`config.mk`:
```
export PLATFORM = sky130hd
export DESIGN_NAME = gpu_regfile_flat
export DESIGN_NICKNAME = d
export VERILOG_FILES = /design/src/rtl/gpu_regfile_if.sv /design/src/rtl/gpu_regfile.sv /design/src/flat_wrapper.sv
export SDC_FILE = /design/constraint.sdc
export NUM_CORES = 1
export LEC_CHECK = 0
export CORE_MARGIN = 1.5
export CORE_UTILIZATION = 60
export CTS_CLUSTER_SIZE = 25
export DETAILED_ROUTE_END_ITERATION = 8
export DONT_BUFFER_PORTS = 1
export HOLD_SLACK_MARGIN = 0.03
export PLACE_DENSITY = 0.81
export SLEW_MARGIN = 0
export SYNTH_ARGS = -nofsm -noshare
export SYNTH_HDL_FRONTEND = slang
export SYNTH_SLANG_ARGS = --single-unit
```
`constraint.sdc`:
```
create_clock -name clk -period 7.2 [get_ports clk]
set_input_delay 1.08 -clock clk [delete_from_list [all_inputs] [get_ports clk]]
set_output_delay 1.08 -clock clk [all_outputs]
set_load 0.02 [all_outputs]
```
`src/rtl/gpu_regfile_if.sv`:
```
// Register-file port bundle between a processor core and its gpu_regfile.
// The slave modport is the register file; master is the issuing core.
interface gpu_regfile_if #(
  parameter int unsigned AW    = 4,
  parameter int unsigned WIDTH = 16
);
  logic [AW-1:0]    readreg0;
  logic [WIDTH:0]   inputreg0;
  logic [AW-1:0]    readreg1;
  logic [WIDTH:0]   inputreg1;
  logic             rsv_en;
  logic [AW-1:0]    rsv_reg;
  logic             wr_en;
  logic [AW-1:0]    wr_reg;
  logic [WIDTH-1:0] wr_data;
  logic [AW:0]      pending_count;
  logic             err;

  modport master (
    output readreg0, readreg1, rsv_en, rsv_reg, wr_en, wr_reg, wr_data,
    input  inputreg0, inputreg1, pending_count, err
  );

  modport slave (
    input  readreg0, readreg1, rsv_en, rsv_reg, wr_en, wr_reg, wr_data,
    output inputreg0, inputreg1, pending_count, err
  );
endinterface

```
`src/rtl/gpu_regfile.sv`:
```
// Per-core register file with a write scoreboard: 16 x 16-bit registers, two registered
// read ports returning {pending, data}, with same-edge bypass of writes and reserves.
module gpu_regfile #(
  parameter int unsigned NREGS = 16,
  parameter int unsigned AW    = 4,
  parameter int unsigned WIDTH = 16
) (
  input logic          clk,
  input logic          rst,
  gpu_regfile_if.slave rf_io
);

  logic [WIDTH-1:0] data_q [NREGS];
  logic [WIDTH-1:0] data_d [NREGS];
  logic [NREGS-1:0] pend_q, pend_d;
  logic [WIDTH:0]   rd0_q, rd0_d;
  logic [WIDTH:0]   rd1_q, rd1_d;
  logic [AW:0]      count_q, count_d;
  logic             err_q, err_d;

  logic do_wr, do_rsv, same_reg;

  // Register 0 is hardwired: it is never written or reserved, so it stays 0/0.
  assign do_wr    = rf_io.wr_en  && (rf_io.wr_reg  != '0);
  assign do_rsv   = rf_io.rsv_en && (rf_io.rsv_reg != '0);
  assign same_reg = (rf_io.wr_reg == rf_io.rsv_reg);

  always_comb begin
    data_d = data_q;
    pend_d = pend_q;
    if (do_wr) begin
      data_d[rf_io.wr_reg] = rf_io.wr_data;
      pend_d[rf_io.wr_reg] = 1'b0;
    end
    // Applied after the write so a same-register reserve leaves the flag set.
    if (do_rsv) begin
      pend_d[rf_io.rsv_reg] = 1'b1;
    end
  end

  always_comb begin
    err_d = 1'b0;
    if (do_wr && !pend_q[rf_io.wr_reg] && !(do_rsv && same_reg)) begin
      err_d = 1'b1;
    end
    if (do_rsv && pend_q[rf_io.rsv_reg] && !(do_wr && same_reg)) begin
      err_d = 1'b1;
    end
  end

  always_comb begin
    count_d = '0;
    for (int i = 0; i < int'(NREGS); i++) begin
      count_d = count_d + {{AW{1'b0}}, pend_d[i]};
    end
  end

  // Reads observe the post-edge state, which gives the same-edge bypass for free.
  always_comb begin
    rd0_d = {pend_d[rf_io.readreg0], data_d[rf_io.readreg0]};
    rd1_d = {pend_d[rf_io.readreg1], data_d[rf_io.readreg1]};
  end

  always_ff @(posedge clk) begin
    if (rst) begin
      for (int i = 0; i < int'(NREGS); i++) begin
        data_q[i] <= '0;
      end
      pend_q  <= '0;
      rd0_q   <= '0;
      rd1_q   <= '0;
      count_q <= '0;
      err_q   <= 1'b0;
    end else begin
      data_q  <= data_d;
      pend_q  <= pend_d;
      rd0_q   <= rd0_d;
      rd1_q   <= rd1_d;
      count_q <= count_d;
      err_q   <= err_d;
    end
  end

  assign rf_io.inputreg0     = rd0_q;
  assign rf_io.inputreg1     = rd1_q;
  assign rf_io.pending_count = count_q;
  assign rf_io.err           = err_q;

endmodule

```
`src/flat_wrapper.sv`:
```
// flat-port wrapper written by rule: the top's interface ports become plain ports
module gpu_regfile_flat 
#(
  parameter int unsigned NREGS = 16,
  parameter int unsigned AW    = 4,
  parameter int unsigned WIDTH = 16
)
  (clk, rst, rf_io_readreg0, rf_io_readreg1, rf_io_rsv_en, rf_io_rsv_reg, rf_io_wr_en, rf_io_wr_reg, rf_io_wr_data, rf_io_inputreg0, rf_io_inputreg1, rf_io_pending_count, rf_io_err);
  gpu_regfile_if #(.AW(AW), .WIDTH(WIDTH)) rf_io_i ();
  input logic clk;
  input logic rst;
  input wire logic [$bits(rf_io_i.readreg0)-1:0] rf_io_readreg0;
  input wire logic [$bits(rf_io_i.readreg1)-1:0] rf_io_readreg1;
  input wire logic [$bits(rf_io_i.rsv_en)-1:0] rf_io_rsv_en;
  input wire logic [$bits(rf_io_i.rsv_reg)-1:0] rf_io_rsv_reg;
  input wire logic [$bits(rf_io_i.wr_en)-1:0] rf_io_wr_en;
  input wire logic [$bits(rf_io_i.wr_reg)-1:0] rf_io_wr_reg;
  input wire logic [$bits(rf_io_i.wr_data)-1:0] rf_io_wr_data;
  output wire logic [$bits(rf_io_i.inputreg0)-1:0] rf_io_inputreg0;
  output wire logic [$bits(rf_io_i.inputreg1)-1:0] rf_io_inputreg1;
  output wire logic [$bits(rf_io_i.pending_count)-1:0] rf_io_pending_count;
  output wire logic [$bits(rf_io_i.err)-1:0] rf_io_err;
  assign rf_io_i.readreg0 = rf_io_readreg0;
  assign rf_io_i.readreg1 = rf_io_readreg1;
  assign rf_io_i.rsv_en = rf_io_rsv_en;
  assign rf_io_i.rsv_reg = rf_io_rsv_reg;
  assign rf_io_i.wr_en = rf_io_wr_en;
  assign rf_io_i.wr_reg = rf_io_wr_reg;
  assign rf_io_i.wr_data = rf_io_wr_data;
  assign rf_io_inputreg0 = rf_io_i.inputreg0;
  assign rf_io_inputreg1 = rf_io_i.inputreg1;
  assign rf_io_pending_count = rf_io_i.pending_count;
  assign rf_io_err = rf_io_i.err;
  gpu_regfile #(.NREGS(NREGS), .AW(AW), .WIDTH(WIDTH)) u_core (.clk(clk), .rst(rst), .rf_io(rf_io_i));
endmodule
```
==> flow_results.org <==
** Outcome
- Status :: completed

** Layout
- Area overhead of the layout relative to synthesis :: 5.749%
- Of the cells placed in the final design, the portion with a size suffix greater than 1 is 0.06007.
- Nets :: 2190
- Area of combinational cells with multiple inputs :: 10120 µm²
- Ant diodes :: 0
- Number of standard cells in the final layout excluding fillers :: 2548
- Number of inserted filler cells in the final layout :: 2516
- Summing all flip-flop and latch instances after layout gives 6246 µm².

** Clocking
- The H-tree was split into 2 levels.
- Setup repair bufs after CTS :: 0
- The clock passes through at most 3 buffers.
- The number of gates resized after CTS was 0.
- TritonCTS created 36 clock buffers.
- Clock tree from TritonCTS :: built
- CTS saw 312 sinks.
- The later pin in the worst-skew pair is clocked with a latency of 0.54 ns.
- The number of hold buffers added after CTS was 0.
- The cell sitting at the root of the clock tree is a clkbuf_16.
- Clock-pin transition on the worst setup and hold timing paths :: 0.06 ns

** Die
- Area enclosed by the die boundary :: 29900 µm²
- In this run the horizontal extent of the chip is 172.9 µm.
- Standard-cell rows :: 62
- For this configuration, the core starts out at a cell density of 0.6068.
- Core Area :: 28550 µm²
- The floorplan step set the die height to 172.9 µm.
- Ports placed on the boundary :: 76

** GRT
- Antenna violations before repair :: 1
- The via count of the first global-routing pass was 16980.
- For this run, the total global-route usage over all layers was measured as 0.4634.
- Total global routing overflow :: 0
- First-pass GRT wire length :: 106300 µm
- Entering global routing, the biggest net connects 290 pins.

** Power and ir drop
- Pleak :: 0.006547 µW
- Areal power density over the cells :: 225.9 nW/µm²
- VDD sags by at most 0.0001935 V.

** STA
- The worst path needs 5.393 ns of the cycle, external delays included.
- The clock arrives with 0.01571 ns of skew.
- Unrepaired setup endpoints after global routing :: false
- Timing would allow up to 185.4 MHz.
- Final total negative setup slack :: 0 ns
- Worst-Margin Slew :: 1.375 ns
- Number of setup violations in the final report :: 0
- Final Hold Fails :: 0
- The worst pin sits at a relative slew slack of 0.07987.
- Final max-slew violation count :: 0
- Post-route clock period utilization :: 0.7491

** Routing
- Number of remaining DRC errors :: 0
- Dividing the detail-routed wire length by the instance count gives 28.21 µm.
- For this block, the routed nets add up to 71880 µm of wire.
- Routed via count divided by cell count :: 7.339
- The detail route stage leaves a number of antenna-violating nets equal to 0.
- First-pass iteration count of the detailed router :: 7
- The first routing iteration left 3718 violations.
- Across all layers, the routed design uses 18700 vias.

** Logic synthesis
- The synthesized design contains 312 register bits.
- In the synthesized netlist, the number of instances is 2292.
- Net count after synthesis :: 2343
- Most instantiated flip-flop cell in the synthesis netlist :: dfxtp_1
- Netlist Area Pre-Place :: 17320 µm²
- Most frequent cell after synthesis :: nand2_1
- Fraction of registers with async set/reset :: 0
- For this run, the number of Yosys warnings is 0.
- The average instance in the mapped netlist occupies 7.558 µm².
- Most instantiated cells after synthesis :: nand2_1, dfxtp_1, a21oi_1
- Distinct cells, synth :: 91
- The share of synthesized area in the top cell type comes to 0.3606.
- Yosys mapped a number of flops with a built-in enable equal to 0.
- The synthesized design spends more area on one cell type than any other, namely dfxtp_1.
- Sequential element share of the synthesized area :: 0.3606
- Biggest area contributors in the synthesized netlist :: dfxtp_1, a21oi_1, nand2_1

** Critical path
- Endpoint arrival time on the critical path :: 5.81 ns
- The worst setup path is launched from an input port.
- Path type of the worst setup path :: in2reg
- In this run the worst path has a maximum fanout of 28.
- Cell with the largest stage delay on the worst path :: nand2_1
- In this design, the critical path's most frequently occurring cell is fa_1.
- In this design, the stage delay of the slowest critical-path cell is 0.59 ns.
- Number of buffer and inverter instances along the worst setup path :: 2
- The signal on the critical path passes through and3b_1, nand2_1, a22o_1, fa_1, fa_1, inv_1, fa_1, inv_1, fa_1, fa_1, fa_1, xnor2_1, nor2_1.
- STA classifies the critical path endpoint as a register.
- Required time of the critical path :: 7.62 ns
- Top Family by Delay on Critical Path :: adder cells

** Place
- GP Congestion :: 1.022
- I/O Buffers :: 0
- Post-Place Cells :: 2485
- Detailed placement ended at an HPWL of 47090 µm.

** Job
- Max-cap violations in this run came to 0.

** Min path
- Path type of the worst min-delay path :: reg2reg
## where the power goes
part	internal [µW]	total (µW)	switching, µW
Sequential	1770	1820	50.4
Combinational	146	434	288
Clock	1120	1890	767
Total	3030	4140	1110
## logic make-up (layout without fill, tap and decap cells)
| family | after synthesis | count (layout) | synth area share |
|---|---|---|---|
| simple gates | 835 | 835 | 0.2087 |
| compound gates | 801 | 801 | 0.3021 |
| flops | 312 | 312 | 0.3606 |
| buf+inv | 240 | 112 | 0.05670 |
| mux | 79 | 79 | 0.05164 |
| fa+ha+maj | 15 | 15 | 0.01517 |
| xor+xnor | 10 | 10 | 0.005056 |
## stage by stage
| stage | power [µW] | hold slack (ns) | instance area, µm² | setup WS (ns) | util |
|---|---|---|---|---|---|
| 2_1_floorplan | 2206 | 0.4367 | 17320 | 1.777 | - |
| 3_3_place_gp | 2254 | 0.4421 | 17120 | 1.410 | 0.5996 |
| 3_5_place_dp | 2260 | 0.4431 | 17120 | 1.336 | 0.5996 |
| 4_1_cts | 4102 | 0.4505 | 18320 | 1.856 | 0.6417 |
| 5_1_grt | 4211 | 0.4821 | 18320 | 1.545 | 0.6417 |
| 6_report | 4139 | 0.4569 | 18320 | 1.807 | 0.6417 |
## layout by cell type (no fill, tap or decap), types with 10 or more instances in the layout
cell       instances
a211oi_1          31
nor2_1           225
a221o_1           35
o22ai_1           60
and2_1            13
o21ai_1           19
o21ai_0           98
clkbuf_16         38
buf_4             22
dfxtp_1          312
o32ai_1           25
a21o_1            10
o221ai_1          44
inv_1             24
a22o_1            21
nand2_1          408
or3_1             11
a221oi_1          22
mux2i_1           68
a21oi_1          307
nand3_1           22
a22oi_1           26
nor2b_1           29
fa_1              10
nor3_1            62
## routing by layer
| metal | vias to the layer above | share of wire | track usage |
|---|---|---|---|
| li1 | 7997 | - | - |
| met1 | 8710 | 0.36 | 0.5965 |
| met2 | 1648 | 0.41 | 0.6739 |
| met3 | 344 | 0.15 | 0.1467 |
| met4 | 2 | 0.074 | 0.2906 |
| met5 | - | 0.00015 | 0 |
## flip-flops by register name, indices dropped and copies added (netlist names)
| signal | flops |
|---|---|
| u_core.rf_io.pending_count | 5 |
| u_core.rf_io.inputreg1 | 17 |
| u_core.data_q | 256 |
| u_core.rf_io.inputreg0 | 17 |
| u_core.rf_io.err | 1 |
| u_core.pend_q | 16 |
## path summary, 6_finish.rpt
check / cells past startpoint / startpoint / slack (ns) / endpoint
setup / recovery: 13 / rf_io_wr_reg[0] / 1.81 / u_core.rf_io.pending_count[2]
hold / removal: 2 / u_core.data_q[41] / 0.46 / u_core.data_q[41]
setup reg to reg: 13 / u_core.pend_q[1] / 2.85 / u_core.rf_io.pending_count[2]
hold reg to reg: 2 / u_core.data_q[41] / 0.46 / u_core.data_q[41]
## final cells by class
cell class,instances,share of cell area
clock buffers,55,0.05976
clock inverters,8,0.005874
inverters,27,0.005532
multi-input cells,1740,0.5526
flip-flops and latches,312,0.3410
well taps,384,0.02623
repair buffers,22,0.009016
## worst min-delay path, delay by kind of cell, from the launching register on
kind / cells / cell delay (ns)
flops: 1 / 0.31
simple gates: 1 / 0.05
compound gates: 1 / 0.05
(Power assumes the default switching activity.)
